--- src/rtl/multdiv_issue_ctrl_pkg.sv ---
// Shared types and defaults for the multdiv issue controller.
package multdiv_issue_ctrl_pkg;

  localparam int unsigned DATA_W = 32;
  localparam int unsigned REG_W  = 5;

  localparam int unsigned DEF_TIMEOUT_CYCLES = 64;
  localparam int unsigned DEF_RSTATUS_REG    = 30;
  localparam int unsigned DEF_MULT_EXC_CODE  = 4;
  localparam int unsigned DEF_DIV_EXC_CODE   = 5;
  localparam int unsigned DEF_TIMEOUT_CODE   = 7;

  typedef enum logic [1:0] {
    ST_IDLE  = 2'd0,
    ST_ISSUE = 2'd1,
    ST_WAIT  = 2'd2,
    ST_WB    = 2'd3
  } state_e;

  typedef enum logic {
    OP_MULT = 1'b0,
    OP_DIV  = 1'b1
  } op_e;

  // Registered writeback payload.
  typedef struct packed {
    logic              valid;
    logic [REG_W-1:0]  rd;
    logic [DATA_W-1:0] data;
  } wb_t;

  // Status code reported when multdiv flags an exception for the given op.
  function automatic logic [DATA_W-1:0] exc_code(input op_e op,
                                                 input int unsigned mult_code,
                                                 input int unsigned div_code);
    return (op == OP_MULT) ? DATA_W'(mult_code) : DATA_W'(div_code);
  endfunction

endpackage

--- src/rtl/multdiv_issue_ctrl_if.sv ---
// Execute-stage, multdiv and writeback signals of the issue controller.
interface multdiv_issue_ctrl_if;
  import multdiv_issue_ctrl_pkg::*;

  logic              ex_valid;
  logic              ex_is_mult;
  logic              ex_is_div;
  logic              ex_flush;
  logic [DATA_W-1:0] ex_operandA;
  logic [DATA_W-1:0] ex_operandB;
  logic [REG_W-1:0]  ex_rd;
  logic              ctrl_MULT;
  logic              ctrl_DIV;
  logic [DATA_W-1:0] data_operandA;
  logic [DATA_W-1:0] data_operandB;
  logic [DATA_W-1:0] data_result;
  logic              data_exception;
  logic              data_resultRDY;
  logic              stall;
  logic              wb_valid;
  logic [REG_W-1:0]  wb_rd;
  logic [DATA_W-1:0] wb_data;
  logic              err_timeout;

  // Controller side.
  modport slave (
    input  ex_valid, ex_is_mult, ex_is_div, ex_flush, ex_operandA, ex_operandB, ex_rd,
    input  data_result, data_exception, data_resultRDY,
    output ctrl_MULT, ctrl_DIV, data_operandA, data_operandB,
    output stall, wb_valid, wb_rd, wb_data, err_timeout
  );

  // Pipeline / multdiv environment side.
  modport master (
    output ex_valid, ex_is_mult, ex_is_div, ex_flush, ex_operandA, ex_operandB, ex_rd,
    output data_result, data_exception, data_resultRDY,
    input  ctrl_MULT, ctrl_DIV, data_operandA, data_operandB,
    input  stall, wb_valid, wb_rd, wb_data, err_timeout
  );
endinterface

--- src/rtl/multdiv_issue_ctrl_timeout.sv ---
// WAIT-state cycle counter with a registered terminal-count flag.
module multdiv_timeout_counter #(
  parameter int unsigned TERMINAL = 64
) (
  input  logic clk_i,
  input  logic rst_ni,
  input  logic clr_i,
  input  logic en_i,
  output logic tc_o
);
  localparam int unsigned CNT_W = $clog2(TERMINAL + 1);

  logic [CNT_W-1:0] cnt_q, cnt_d;
  logic             tc_q;

  // Next count: clear wins, saturate at terminal.
  always_comb begin
    cnt_d = cnt_q;
    if (clr_i) begin
      cnt_d = '0;
    end else if (en_i && !tc_q) begin
      cnt_d = cnt_q + CNT_W'(1);
    end
  end

  // Count and terminal flag registers.
  always_ff @(posedge clk_i or negedge rst_ni) begin
    if (!rst_ni) begin
      cnt_q <= '0;
      tc_q  <= 1'b0;
    end else begin
      cnt_q <= cnt_d;
      tc_q  <= (cnt_d == CNT_W'(TERMINAL));
    end
  end

  assign tc_o = tc_q;
endmodule

--- src/rtl/multdiv_issue_ctrl.sv ---
// Issues mult/div ops to multdiv, stalls until done, writes back result or status.
module multdiv_issue_ctrl
  import multdiv_issue_ctrl_pkg::*;
#(
  parameter int unsigned TIMEOUT_CYCLES = DEF_TIMEOUT_CYCLES,
  parameter int unsigned RSTATUS_REG    = DEF_RSTATUS_REG,
  parameter int unsigned MULT_EXC_CODE  = DEF_MULT_EXC_CODE,
  parameter int unsigned DIV_EXC_CODE   = DEF_DIV_EXC_CODE,
  parameter int unsigned TIMEOUT_CODE   = DEF_TIMEOUT_CODE
) (
  input logic                 clock,
  input logic                 ctrl_reset_n,
  multdiv_issue_ctrl_if.slave bus
);

  state_e            state_q, state_d;
  op_e               op_q, op_d;
  logic [DATA_W-1:0] opa_q, opa_d, opb_q, opb_d;
  logic [REG_W-1:0]  rd_q, rd_d;
  logic              ctrl_mult_q, ctrl_mult_d, ctrl_div_q, ctrl_div_d;
  logic              err_timeout_q, err_timeout_d;
  wb_t               wb_q, wb_d;
  logic              start_c, stall_c, cnt_clr_c, cnt_en_c, timeout_tc;

  assign start_c = bus.ex_valid & (bus.ex_is_mult | bus.ex_is_div);

  multdiv_timeout_counter #(
    .TERMINAL(TIMEOUT_CYCLES)
  ) u_timeout (
    .clk_i (clock),
    .rst_ni(ctrl_reset_n),
    .clr_i (cnt_clr_c),
    .en_i  (cnt_en_c),
    .tc_o  (timeout_tc)
  );

  // Next-state, latch and writeback decode.
  always_comb begin
    state_d       = state_q;
    op_d          = op_q;
    opa_d         = opa_q;
    opb_d         = opb_q;
    rd_d          = rd_q;
    ctrl_mult_d   = 1'b0;
    ctrl_div_d    = 1'b0;
    err_timeout_d = 1'b0;
    wb_d          = '0;
    stall_c       = 1'b0;
    cnt_clr_c     = 1'b0;
    cnt_en_c      = 1'b0;
    unique case (state_q)
      ST_IDLE: begin
        stall_c = start_c;
        if (start_c) begin
          op_d        = bus.ex_is_mult ? OP_MULT : OP_DIV;
          opa_d       = bus.ex_operandA;
          opb_d       = bus.ex_operandB;
          rd_d        = bus.ex_rd;
          ctrl_mult_d = bus.ex_is_mult;
          ctrl_div_d  = !bus.ex_is_mult;
          state_d     = ST_ISSUE;
        end
      end
      ST_ISSUE: begin
        // RDY is ignored here: multdiv's ready may still be stale.
        stall_c   = 1'b1;
        cnt_clr_c = 1'b1;
        state_d   = bus.ex_flush ? ST_IDLE : ST_WAIT;
      end
      ST_WAIT: begin
        stall_c  = 1'b1;
        cnt_en_c = 1'b1;
        if (bus.ex_flush) begin
          state_d = ST_IDLE;
        end else if (bus.data_resultRDY) begin
          state_d = ST_WB;
          if (bus.data_exception) begin
            wb_d.valid = 1'b1;
            wb_d.rd    = REG_W'(RSTATUS_REG);
            wb_d.data  = exc_code(op_q, MULT_EXC_CODE, DIV_EXC_CODE);
          end else begin
            // A normal result targeting r0 is dropped.
            wb_d.valid = (rd_q != '0);
            wb_d.rd    = (rd_q != '0) ? rd_q : '0;
            wb_d.data  = (rd_q != '0) ? bus.data_result : '0;
          end
        end else if (timeout_tc) begin
          state_d       = ST_WB;
          err_timeout_d = 1'b1;
          wb_d.valid    = 1'b1;
          wb_d.rd       = REG_W'(RSTATUS_REG);
          wb_d.data     = DATA_W'(TIMEOUT_CODE);
        end
      end
      ST_WB: begin
        state_d = ST_IDLE;
      end
      default: state_d = ST_IDLE;
    endcase
  end

  // State, operand latches and registered outputs.
  always_ff @(posedge clock or negedge ctrl_reset_n) begin
    if (!ctrl_reset_n) begin
      state_q       <= ST_IDLE;
      op_q          <= OP_MULT;
      opa_q         <= '0;
      opb_q         <= '0;
      rd_q          <= '0;
      ctrl_mult_q   <= 1'b0;
      ctrl_div_q    <= 1'b0;
      err_timeout_q <= 1'b0;
      wb_q          <= '0;
    end else begin
      state_q       <= state_d;
      op_q          <= op_d;
      opa_q         <= opa_d;
      opb_q         <= opb_d;
      rd_q          <= rd_d;
      ctrl_mult_q   <= ctrl_mult_d;
      ctrl_div_q    <= ctrl_div_d;
      err_timeout_q <= err_timeout_d;
      wb_q          <= wb_d;
    end
  end

  assign bus.ctrl_MULT     = ctrl_mult_q;
  assign bus.ctrl_DIV      = ctrl_div_q;
  assign bus.data_operandA = opa_q;
  assign bus.data_operandB = opb_q;
  assign bus.stall         = stall_c;
  assign bus.wb_valid      = wb_q.valid;
  assign bus.wb_rd         = wb_q.rd;
  assign bus.wb_data       = wb_q.data;
  assign bus.err_timeout   = err_timeout_q;

endmodule

--- src/flat_wrapper.sv ---
// flat-port wrapper written by rule: the top's interface ports become plain ports
module multdiv_issue_ctrl_flat import multdiv_issue_ctrl_pkg::*;
#(
  parameter int unsigned TIMEOUT_CYCLES = DEF_TIMEOUT_CYCLES,
  parameter int unsigned RSTATUS_REG    = DEF_RSTATUS_REG,
  parameter int unsigned MULT_EXC_CODE  = DEF_MULT_EXC_CODE,
  parameter int unsigned DIV_EXC_CODE   = DEF_DIV_EXC_CODE,
  parameter int unsigned TIMEOUT_CODE   = DEF_TIMEOUT_CODE
)
  (clock, ctrl_reset_n, bus_ex_valid, bus_ex_is_mult, bus_ex_is_div, bus_ex_flush, bus_ex_operandA, bus_ex_operandB, bus_ex_rd, bus_data_result, bus_data_exception, bus_data_resultRDY, bus_ctrl_MULT, bus_ctrl_DIV, bus_data_operandA, bus_data_operandB, bus_stall, bus_wb_valid, bus_wb_rd, bus_wb_data, bus_err_timeout);
  multdiv_issue_ctrl_if bus_i ();
  input logic clock;
  input logic ctrl_reset_n;
  input wire logic [$bits(bus_i.ex_valid)-1:0] bus_ex_valid;
  input wire logic [$bits(bus_i.ex_is_mult)-1:0] bus_ex_is_mult;
  input wire logic [$bits(bus_i.ex_is_div)-1:0] bus_ex_is_div;
  input wire logic [$bits(bus_i.ex_flush)-1:0] bus_ex_flush;
  input wire logic [$bits(bus_i.ex_operandA)-1:0] bus_ex_operandA;
  input wire logic [$bits(bus_i.ex_operandB)-1:0] bus_ex_operandB;
  input wire logic [$bits(bus_i.ex_rd)-1:0] bus_ex_rd;
  input wire logic [$bits(bus_i.data_result)-1:0] bus_data_result;
  input wire logic [$bits(bus_i.data_exception)-1:0] bus_data_exception;
  input wire logic [$bits(bus_i.data_resultRDY)-1:0] bus_data_resultRDY;
  output wire logic [$bits(bus_i.ctrl_MULT)-1:0] bus_ctrl_MULT;
  output wire logic [$bits(bus_i.ctrl_DIV)-1:0] bus_ctrl_DIV;
  output wire logic [$bits(bus_i.data_operandA)-1:0] bus_data_operandA;
  output wire logic [$bits(bus_i.data_operandB)-1:0] bus_data_operandB;
  output wire logic [$bits(bus_i.stall)-1:0] bus_stall;
  output wire logic [$bits(bus_i.wb_valid)-1:0] bus_wb_valid;
  output wire logic [$bits(bus_i.wb_rd)-1:0] bus_wb_rd;
  output wire logic [$bits(bus_i.wb_data)-1:0] bus_wb_data;
  output wire logic [$bits(bus_i.err_timeout)-1:0] bus_err_timeout;
  assign bus_i.ex_valid = bus_ex_valid;
  assign bus_i.ex_is_mult = bus_ex_is_mult;
  assign bus_i.ex_is_div = bus_ex_is_div;
  assign bus_i.ex_flush = bus_ex_flush;
  assign bus_i.ex_operandA = bus_ex_operandA;
  assign bus_i.ex_operandB = bus_ex_operandB;
  assign bus_i.ex_rd = bus_ex_rd;
  assign bus_i.data_result = bus_data_result;
  assign bus_i.data_exception = bus_data_exception;
  assign bus_i.data_resultRDY = bus_data_resultRDY;
  assign bus_ctrl_MULT = bus_i.ctrl_MULT;
  assign bus_ctrl_DIV = bus_i.ctrl_DIV;
  assign bus_data_operandA = bus_i.data_operandA;
  assign bus_data_operandB = bus_i.data_operandB;
  assign bus_stall = bus_i.stall;
  assign bus_wb_valid = bus_i.wb_valid;
  assign bus_wb_rd = bus_i.wb_rd;
  assign bus_wb_data = bus_i.wb_data;
  assign bus_err_timeout = bus_i.err_timeout;
  multdiv_issue_ctrl #(.TIMEOUT_CYCLES(TIMEOUT_CYCLES), .RSTATUS_REG(RSTATUS_REG), .MULT_EXC_CODE(MULT_EXC_CODE), .DIV_EXC_CODE(DIV_EXC_CODE), .TIMEOUT_CODE(TIMEOUT_CODE)) u_core (.clock(clock), .ctrl_reset_n(ctrl_reset_n), .bus(bus_i));
endmodule
--- config.mk ---
export PLATFORM = sky130hd
export DESIGN_NAME = multdiv_issue_ctrl_flat
export DESIGN_NICKNAME = d
export VERILOG_FILES = /design/src/rtl/multdiv_issue_ctrl_pkg.sv /design/src/rtl/multdiv_issue_ctrl_if.sv /design/src/rtl/multdiv_issue_ctrl_timeout.sv /design/src/rtl/multdiv_issue_ctrl.sv /design/src/flat_wrapper.sv
export SDC_FILE = /design/constraint.sdc
export NUM_CORES = 1
export LEC_CHECK = 0
export BUFFER_PORTS_ARGS = -buffer_cell sky130_fd_sc_hd__clkbuf_2
export CAP_MARGIN = 20
export CORE_MARGIN = 2
export CORE_UTILIZATION = 50
export DETAILED_ROUTE_END_ITERATION = 16
export GPL_ROUTABILITY_DRIVEN = 0
export PLACE_DENSITY = 0.88
export SLEW_MARGIN = 20
export SYNTH_ARGS = -nofsm -noshare
export SYNTH_HDL_FRONTEND = slang
export SYNTH_SLANG_ARGS = --single-unit
--- constraint.sdc ---
create_clock -name clock -period 5.1 [get_ports clock]
set_clock_uncertainty 0.2 [all_clocks]
set_input_delay 1.275 -clock clock [delete_from_list [all_inputs] [get_ports clock]]
set_output_delay 1.275 -clock clock [all_outputs]
set_load 0.01 [all_outputs]
Word-level counts from Yosys, hierarchy flattened
Cells that the tools add are included.

storage, ports and cells
  flip-flop bits (word level) = 121
  input port bits = 109
  output and inout port bits = 106
  word-level logic and storage cells = 58

cells by class
  add/sub/neg operators = 1
  eq/ne operators = 6
  multiplexer cells = 28
  bitwise logic cells = 2
  reduce and logical (&&, ||, !) cells = 8

operators with widths
  cell                                                                      count
  38-bit 2-to-1 mux                                                         5
  32-bit 2-to-1 mux                                                         1
  7-bit 2-to-1 mux                                                          2
  1-bit 2-to-1 mux                                                          12
  2-bit 2-to-1 mux                                                          5
  2-bit case mux with 4 select lines                                        1
  7-bit by 1-bit adder with 7-bit output (second input constant)            1
  7-bit equality test (second input constant)                               1
  5-bit 2-to-1 mux                                                          1
  5-bit nonzero test                                                        1
  2-bit equality test (second input constant)                               2
  4-bit inequality test (second input constant)                             1
  2-bit AND reduction                                                       2
  2-bit by 1-bit equality test with 1-bit output (second input constant)    1
  1-bit logical NOT                                                         2
  2-bit logical NOT                                                         1
  2-bit by 1-bit inequality test with 1-bit output (second input constant)  1
  1-bit case mux with 2 select lines                                        1
  2-bit OR reduction                                                        1
  1-bit AND                                                                 1
  1-bit logical AND                                                         1
  1-bit bitwise OR                                                          1

Depth between registers and ports, before layout
Gate-level depths: netlist of the first run.

  depth in word-level cells = 6
  mapped depth = 7
  mapped depth without buffers = 6

Modules after synthesis
Synthesis of the first run repeated with hierarchy kept, for this count alone.

unflattened totals
  cell total of the unflattened synthesis = 313
  area total of the unflattened synthesis = 4,626.9 um^2

by module, submodules not included
  module                   instances  cells an instance  area an instance (um^2)  seq. area each (um^2)
  multdiv_issue_ctrl       1          270                4,185.3                  2,827.7
  multdiv_timeout_counter  1          43                 441.7                    200.2

Least setup slack after synthesis of the first run
OpenSTA, ideal clock, no wires.

  path kind = input to output
  start point = in bus_ex_is_div
  end point = out bus_stall
  arrival = 1.920 ns
  required time = 3.625 ns
  path slack = 1.705 ns
  stages = 3
  buffers on the path = 1
  cell sequence = o211ai_2 -> buf_2 -> a21oi_1

on the way
  word-level cells in the longest chain between the ends = 3

RTL lines
  element                             RTL line                  RTL
  from (decl)                         flat_wrapper.sv:16        input wire logic [$bits(bus_i.ex_is_div)-1:0] bus_ex_is_div;
  1-bit bitwise OR                    multdiv_issue_ctrl.sv:25  assign start_c = bus.ex_valid & (bus.ex_is_mult | bus.ex_is_div);
  1-bit AND                           multdiv_issue_ctrl.sv:25
  1-bit case mux with 2 select lines  multdiv_issue_ctrl.sv:51  unique case (state_q)
  to (decl)                           flat_wrapper.sv:28        output wire logic [$bits(bus_i.stall)-1:0] bus_stall;

No other way between the ends.

Worst setup path in the final report of the first run
  start point = in bus_ex_is_mult
  end point = out bus_stall

on the way
  word-level cells in the longest chain between the ends = 3

RTL lines
  element                             RTL line                  RTL
  from (decl)                         flat_wrapper.sv:15        input wire logic [$bits(bus_i.ex_is_mult)-1:0] bus_ex_is_mult;
  1-bit bitwise OR                    multdiv_issue_ctrl.sv:25
  1-bit AND                           multdiv_issue_ctrl.sv:25
  1-bit case mux with 2 select lines  multdiv_issue_ctrl.sv:51

No other way between the ends.

==> results.ini, run 1 <==
[clock_tree]
cts_tree = done
clock_latency_ns = 0.50
cts_hold_buf = 0
cts_made_buffers = 17
clkSinkCount = 121
cts_max_level = 4
cts.repair.resized = 0
cts_setup_buffers = 0
path_clk_slew_ns = 0.05
root_buffer = clkbuf_8
clockBufferDepth = 2

[placement]
place_worst_setup_slack_ns = 1.78
dp_hpwl_um = 7580
portBuffers = 214

[global_routing]
grt_pass1_vias = 3346
antenna_found_initial = 0
grt_use_total_pct = 21.3
overflow = 0
grt_pass1_wl_um = 16100
grt_max_degree = 93

[timing]
rsz0062_at_grt = false
finalCritPeriodShare_pct = 65.5
slew_headroom_pct = 41.8
final-hold-violation-count = 0
slew_violations = 0
fmax_ghz = 0.299
tightest_slew_ns = 0.873
setup_viol = 0
setup_tns_ns = 0
setup_slack_ns = 1.76
min_period_ns = 3.34

[routing]
ant_nets = 0
drc = 0
drt-total-wl_um = 10300
drt_iter0_markers = 68
via_count = 3209
dr.pass1.iters = 4
via_per_inst = 4.94
wl_per_cell_um = 15.9

[synthesis]
synthesis.area_um2 = 4550
ys_warn_count = 0
async_flop_share_pct = 100
ys_seq_area_share_pct = 66.6
syn_inst = 305
ys.flop_type = dfrtp_1
synth.net_count = 419
ys_ff_latch = 121
synth-edff-count = 0
ys_types = 37
syn_area_per_cell_um2 = 14.9

[pwr]
power_leakage_nw = 3.35
power_density_nw_per_um2 = 572
p_total_mw = 3.60
vdd_drop_max_uv = 325

[die]
io_pins = 215
die_h_um = 99.3
dieArea_um2 = 9870
coreArea_um2 = 8760
dieWidth_um = 99.3
initial_core_util_pct = 51.9
num_rows = 34

[critical_path]
crit_required_ns = 3.62
crit_top_cell = clkbuf_2
start_kind = primary input
crit_fanout = 4
cp-end-kind = output port
cpPeakStageDelay_ns = 0.20
cp.arrival_ns = 1.87
crit_path_cell_trace = clkbuf_2 -> o211ai_4 -> a21oi_1 -> clkbuf_2
worstSetupPathType = primary input to output port
slowest_stage = a21oi_1
critPathTopFamily = buffers and inverters
worst-path-buf-inv = 2

[cells_and_area]
final_cell_mix = clkbuf_2, dfrtp_1, mux2_2, and2_1, clkbuf_16
diodes = 0
area_growth_pct = 38.5
nets = 643
layout_commonest_cell = clkbuf_2
drive_above_1_share_pct = 59.4

[worst_hold_path]
hold_class = flip-flop to flip-flop

[status]
status = finished clean

[flow_run]
cap_violations = 0

==> worst register-to-register path, delay by kind of cell (launching register included) <==
kind	cells	cell delay [ns]
buffers and inverters	2	0.78
multiplexers	1	0.49
flip-flops	1	0.39
adder cells (fa/ha/maj)	1	0.29
AO/OA/AOI/OAI	1	0.12
==> routing by layer <==
metal  routed length [µm]  part of all wire, %  up-vias  track usage (%)
li1                     -                    -     1500                -
met1                 3950                   38     1553             23.3
met2                 5570                   54      137             38.8
met3                  635                  6.1       19             6.25
met4                  191                  1.8        0             8.01
met5                    0                    0        -                0
==> per-stage QoR <==
step / util, % / std cells / hold WS (ns) / area [µm²]
final: 71.8 / 650 / 0.283 / 6290
after global routing: 71.8 / 650 / 0.310 / 6290
after CTS: 71.8 / 650 / 0.284 / 6290
after detailed placement: 65.3 / 618 / 0.270 / 5720
after global placement: 65.3 / 618 / 0.266 / 5720
after floorplan: - / 305 / 0.250 / 4550
==> area by class of cell <==
cell class,instances,area (µm²)
Inverter,5,18.8
Clock inverter,12,125
Timing Repair Buffer,216,1090
Multi-Input combinational cell,168,1450
Clock buffer,20,445
Fill cell,633,2470
Sequential cell,121,3030
Tap cell,108,135
==> synthesized netlist by cell type (3+ instances only) <==
cell	instances	area share, %
a21oi_1	7	0.77
and2_1	29	4.0
buf_2	8	0.88
dfrtp_1	121	67
ha_1	5	1.4
inv_1	5	0.41
mux2_2	70	17
nand3b_1	3	0.50
nor2_1	15	1.2
o21ai_0	5	0.55
or3_1	3	0.41
==> state kept, by name, summed over array words and instances, names as in the netlist <==
| name | cells |
|---|---|
| u_core.bus.wb_valid | 1 |
| u_core.bus.ctrl_DIV | 1 |
| u_core.bus.data_operandB | 32 |
| u_core.bus.err_timeout | 1 |
| u_core.bus.data_operandA | 32 |
| u_core.u_timeout.cnt_q | 7 |
| u_core.state_q | 2 |
| u_core.op_q | 1 |
| u_core.bus.ctrl_MULT | 1 |
| u_core.bus.wb_data | 32 |
| u_core.bus.wb_rd | 5 |
| u_core.rd_q | 5 |
| u_core.u_timeout.tc_o | 1 |
==> path summary, 6_finish.rpt <==
path / end / from / slack (ns) / cells after the start
min in group asynchronous: u_core.bus.data_operandB[19]$_DFFE_PN0P_ / ctrl_reset_n / 0.64 / 1
min reg2reg: u_core.op_q$_DFFE_PN0P_ / u_core.op_q$_DFFE_PN0P_ / 0.28 / 1
min: u_core.op_q$_DFFE_PN0P_ / u_core.op_q$_DFFE_PN0P_ / 0.28 / 1
max reg2reg: u_core.bus.data_operandB[2]$_DFFE_PN0P_ / u_core.state_q[0]$_DFFE_PN0P_ / 2.72 / 5
max: bus_stall / bus_ex_is_mult / 1.76 / 4
max in group asynchronous: u_core.bus.data_operandB[3]$_DFFE_PN0P_ / ctrl_reset_n / 3.13 / 2
==> power breakdown <==
| part | internal (mW) | total, mW | switching (mW) | leakage [nW] |
|---|---|---|---|---|
| sequential | 1.27 | 1.44 | 0.169 | 1.53 |
| clock | 0.717 | 1.12 | 0.406 | 0.276 |
| combinational | 0.534 | 1.04 | 0.504 | 1.54 |
| total | 2.52 | 3.60 | 1.08 | 3.35 |
==> kinds of logic after synthesis <==
logic type	after synthesis	share of synthesized area [%]
flops	121	66.6
simple gates	69	9.47
xor+xnor	2	0.385
fa+ha+maj	5	1.38
mux	71	17.6
buf+inv	16	1.71
compound gates	21	2.89
Note: power is estimated with default switching activity, not from simulation.
==> run 2, diff against run 1 <==
--- a/config.mk
+++ b/config.mk
@@ -5,13 +5,14 @@
 export SDC_FILE = /design/constraint.sdc
 export NUM_CORES = 1
 export LEC_CHECK = 0
+export ABC_AREA = 1
 export BUFFER_PORTS_ARGS = -buffer_cell sky130_fd_sc_hd__clkbuf_2
 export CAP_MARGIN = 20
 export CORE_MARGIN = 2
-export CORE_UTILIZATION = 50
+export CORE_UTILIZATION = 47
 export DETAILED_ROUTE_END_ITERATION = 16
 export GPL_ROUTABILITY_DRIVEN = 0
-export PLACE_DENSITY = 0.88
+export PLACE_DENSITY = 0.83
 export SLEW_MARGIN = 20
 export SYNTH_ARGS = -nofsm -noshare
 export SYNTH_HDL_FRONTEND = slang
==> constraint.sdc (replaced) <==
create_clock -name clock -period 3.25 [get_ports clock]
set_clock_uncertainty 0.2 [all_clocks]
set_input_delay 0.8125 -clock clock [delete_from_list [all_inputs] [get_ports clock]]
set_output_delay 0.8125 -clock clock [all_outputs]
set_load 0.01 [all_outputs]
==> run 2 against run 1 <==
Routed wire length increased by 12%. Via count increased by 11%. Highest routed layer unchanged. Die area increased by 14%. Critical endpoint unchanged. Synthesized area increased by 7.3%. Flip-flop and latch count unchanged. Clock power increased by 84%.
==> results.ini, run 2 <==
[clock_tree]
cts.repair.resized = 0  ; unchanged
cts_made_buffers = 17  ; unchanged
clock_latency_ns = 0.50  ; about the same
cts_tree = done
cts_setup_buffers = 0  ; unchanged
clockBufferDepth = 2  ; unchanged
cts_hold_buf = 0  ; unchanged
root_buffer = clkbuf_8
clkSinkCount = 121  ; unchanged
path_clk_slew_ns = 0.06  ; about the same
cts_max_level = 4  ; unchanged

[critical_path]
worstSetupPathType = flip-flop to output port
cp-end-kind = output port
cp.arrival_ns = 1.67  ; -0.20 ns
r2r_start = u_core.state_q[0]$_DFFE_PN0P_
start_kind = flip-flop
crit_required_ns = 2.24  ; -1.38 ns
crit_fanout = 4  ; unchanged
startpoint = u_core.state_q[0]$_DFFE_PN0P_

[routing]
wl_met3_um = 807  ; +27%
ant_nets = 0  ; unchanged
drt-total-wl_um = 11600  ; +12%
dr_wl_met2_um = 5960  ; +7.0%
met1Wirelength_um = 4680  ; +18%
wl_per_cell_um = 15.5  ; -2.7%
dr.pass1.iters = 4  ; unchanged
via_per_inst = 4.77  ; -3.4%
drt_iter0_markers = 159  ; +130%
via_count = 3564  ; +11%
drc = 0  ; unchanged
highest_layer = met4

[cells_and_area]
design_area_um2 = 6720  ; +6.8%
diodes = 0  ; unchanged
final_cell_mix = clkbuf_2, dfrtp_1, mux2_4, nand2_1, nor2_1
nets = 712  ; +11%
area_growth_pct = 37.8
fin_cells = 747  ; +15%
layout_commonest_cell = clkbuf_2
drive_above_1_share_pct = 51.7  ; -7.7 points

[placement]
place_worst_setup_slack_ns = 0.844  ; -0.939 ns
portBuffers = 214  ; unchanged
post_dp_cell_area_um2 = 6060  ; +6.0%
placed_cells = 715  ; +16%
dp_hpwl_um = 8100  ; +6.8%

[die]
die_h_um = 106  ; +6.6%
dieArea_um2 = 11200  ; +14%
initial_core_util_pct = 47.9  ; -4.0 points
io_pins = 215  ; unchanged
dieWidth_um = 106  ; +6.6%
num_rows = 37  ; +8.8%
coreArea_um2 = 10200  ; +16%

[timing]
min_period_ns = 2.69
rsz0062_at_grt = false
slew_headroom_pct = 56.0  ; +14 points
tightest_slew_ns = 0.660  ; -0.213 ns
final-hold-violation-count = 0  ; unchanged
fmax_ghz = 0.372
setup_tns_ns = 0  ; unchanged
finalCritPeriodShare_pct = 82.6
slew_violations = 0  ; unchanged
setup_viol = 0  ; unchanged
setup_slack_ns = 0.564  ; -1.20 ns

[synthesis]
yosysTopAreaCell = dfrtp_1
ys_top_cells_by_area = dfrtp_1, mux2_4, nand2_1
ys_ff_latch = 121  ; unchanged
ys_warn_count = 0  ; unchanged
async_flop_share_pct = 100  ; unchanged
ys_types = 25  ; -32%
ys_seq_area_share_pct = 62.1  ; -4.6 points
syn_area_per_cell_um2 = 13.0  ; -13%
synthesis.area_um2 = 4880  ; +7.3%
synth_top_area_share_pct = 62.1  ; -4.6 points
synth.net_count = 489  ; +17%
ys.flop_type = dfrtp_1
yosysMostFrequentCell = dfrtp_1
synth-edff-count = 0  ; unchanged
syn_inst = 375  ; +23%
synth_commonest_cells = dfrtp_1, mux2_4, nand2_1

[pwr]
power_density_nw_per_um2 = 945  ; +65%
vdd_drop_max_uv = 806  ; +150%
power_leakage_nw = 3.86  ; +15%

[status]
status = finished clean

[global_routing]
grt_pass1_wl_um = 18600  ; +15%
grt_pass1_vias = 3664  ; +9.5%
grt_max_degree = 122  ; +31%
overflow = 0  ; unchanged
grt_use_total_pct = 21.5  ; +0.21 points
antenna_found_initial = 0  ; unchanged

[worst_hold_path]
hold_class = primary input to asynchronous set/reset pin

[flow_run]
cap_violations = 0  ; unchanged

[run 2: worst max-delay path: stages (launching register included)]
cell and delay [ns]:
dfrtp_1 0.41, inv_1 0.12, ha_1 0.28, nand2_4 0.09, a21oi_1 0.12, clkbuf_2 0.14
[run 2: final cells by class]
class	instances	area, µm²
clock buffers	21	469
clock inverters	11	191
fillers	796	3460
inverters	31	116
multi-input cells	209	1620
flip-flops and latches	121	3030
well taps	136	170
repair buffers	218	1130
[run 2: worst paths after layout]
check	to	slack, ns	cells after the start
min in group clock	u_core.bus.data_operandB[22]$_DFFE_PN0P_	0.30	1
min reg2reg	u_core.bus.data_operandB[22]$_DFFE_PN0P_	0.30	1
max reg2reg	u_core.bus.data_operandB[7]$_DFFE_PN0P_	1.21	5
max in group asynchronous	u_core.u_timeout.cnt_q[4]$_DFF_PN0_	2.15	2
min	u_core.bus.wb_data[11]$_DFF_PN0_	0.17	2
max	bus_stall	0.56	5
[run 2: power breakdown]
part	switching [mW]	total (mW)	leakage (nW)	internal [mW]
sequential	0.303	2.30	1.53	2.00
clock	0.659	2.06	0.316	1.40
combinational	0.905	1.99	2.02	1.08
[run 2: metal layers]
layer / GRT usage (%) / vias up
met1: 26.6 / 1748
met5: 0 / -
met2: 35.9 / 142
met4: 7.24 / 0
li1: - / 1660
met3: 6.68 / 14
[run 2: logic make-up (layout without fill, tap and decap cells)]
group,Yosys count,in the layout,share of synthesized area [%]
flip-flops,121,121,62.1
AND/OR/NAND/NOR,118,118,10.2
multiplexers,64,64,19.3
buffers and inverters,45,281,4.74
AO/OA/AOI/OAI,22,22,2.38
adder cells (fa/ha/maj),5,5,1.28
[run 2: per-stage QoR]
stage	hold slack, ns	util [%]	total power, mW
2_1_floorplan	0.259	-	3.58
3_3_place_gp	0.275	59.5	4.21
3_5_place_dp	0.283	59.5	4.31
4_1_cts	0.215	66.0	6.42
5_1_grt	0.231	66.0	6.68
6_report	0.165	66.0	6.36
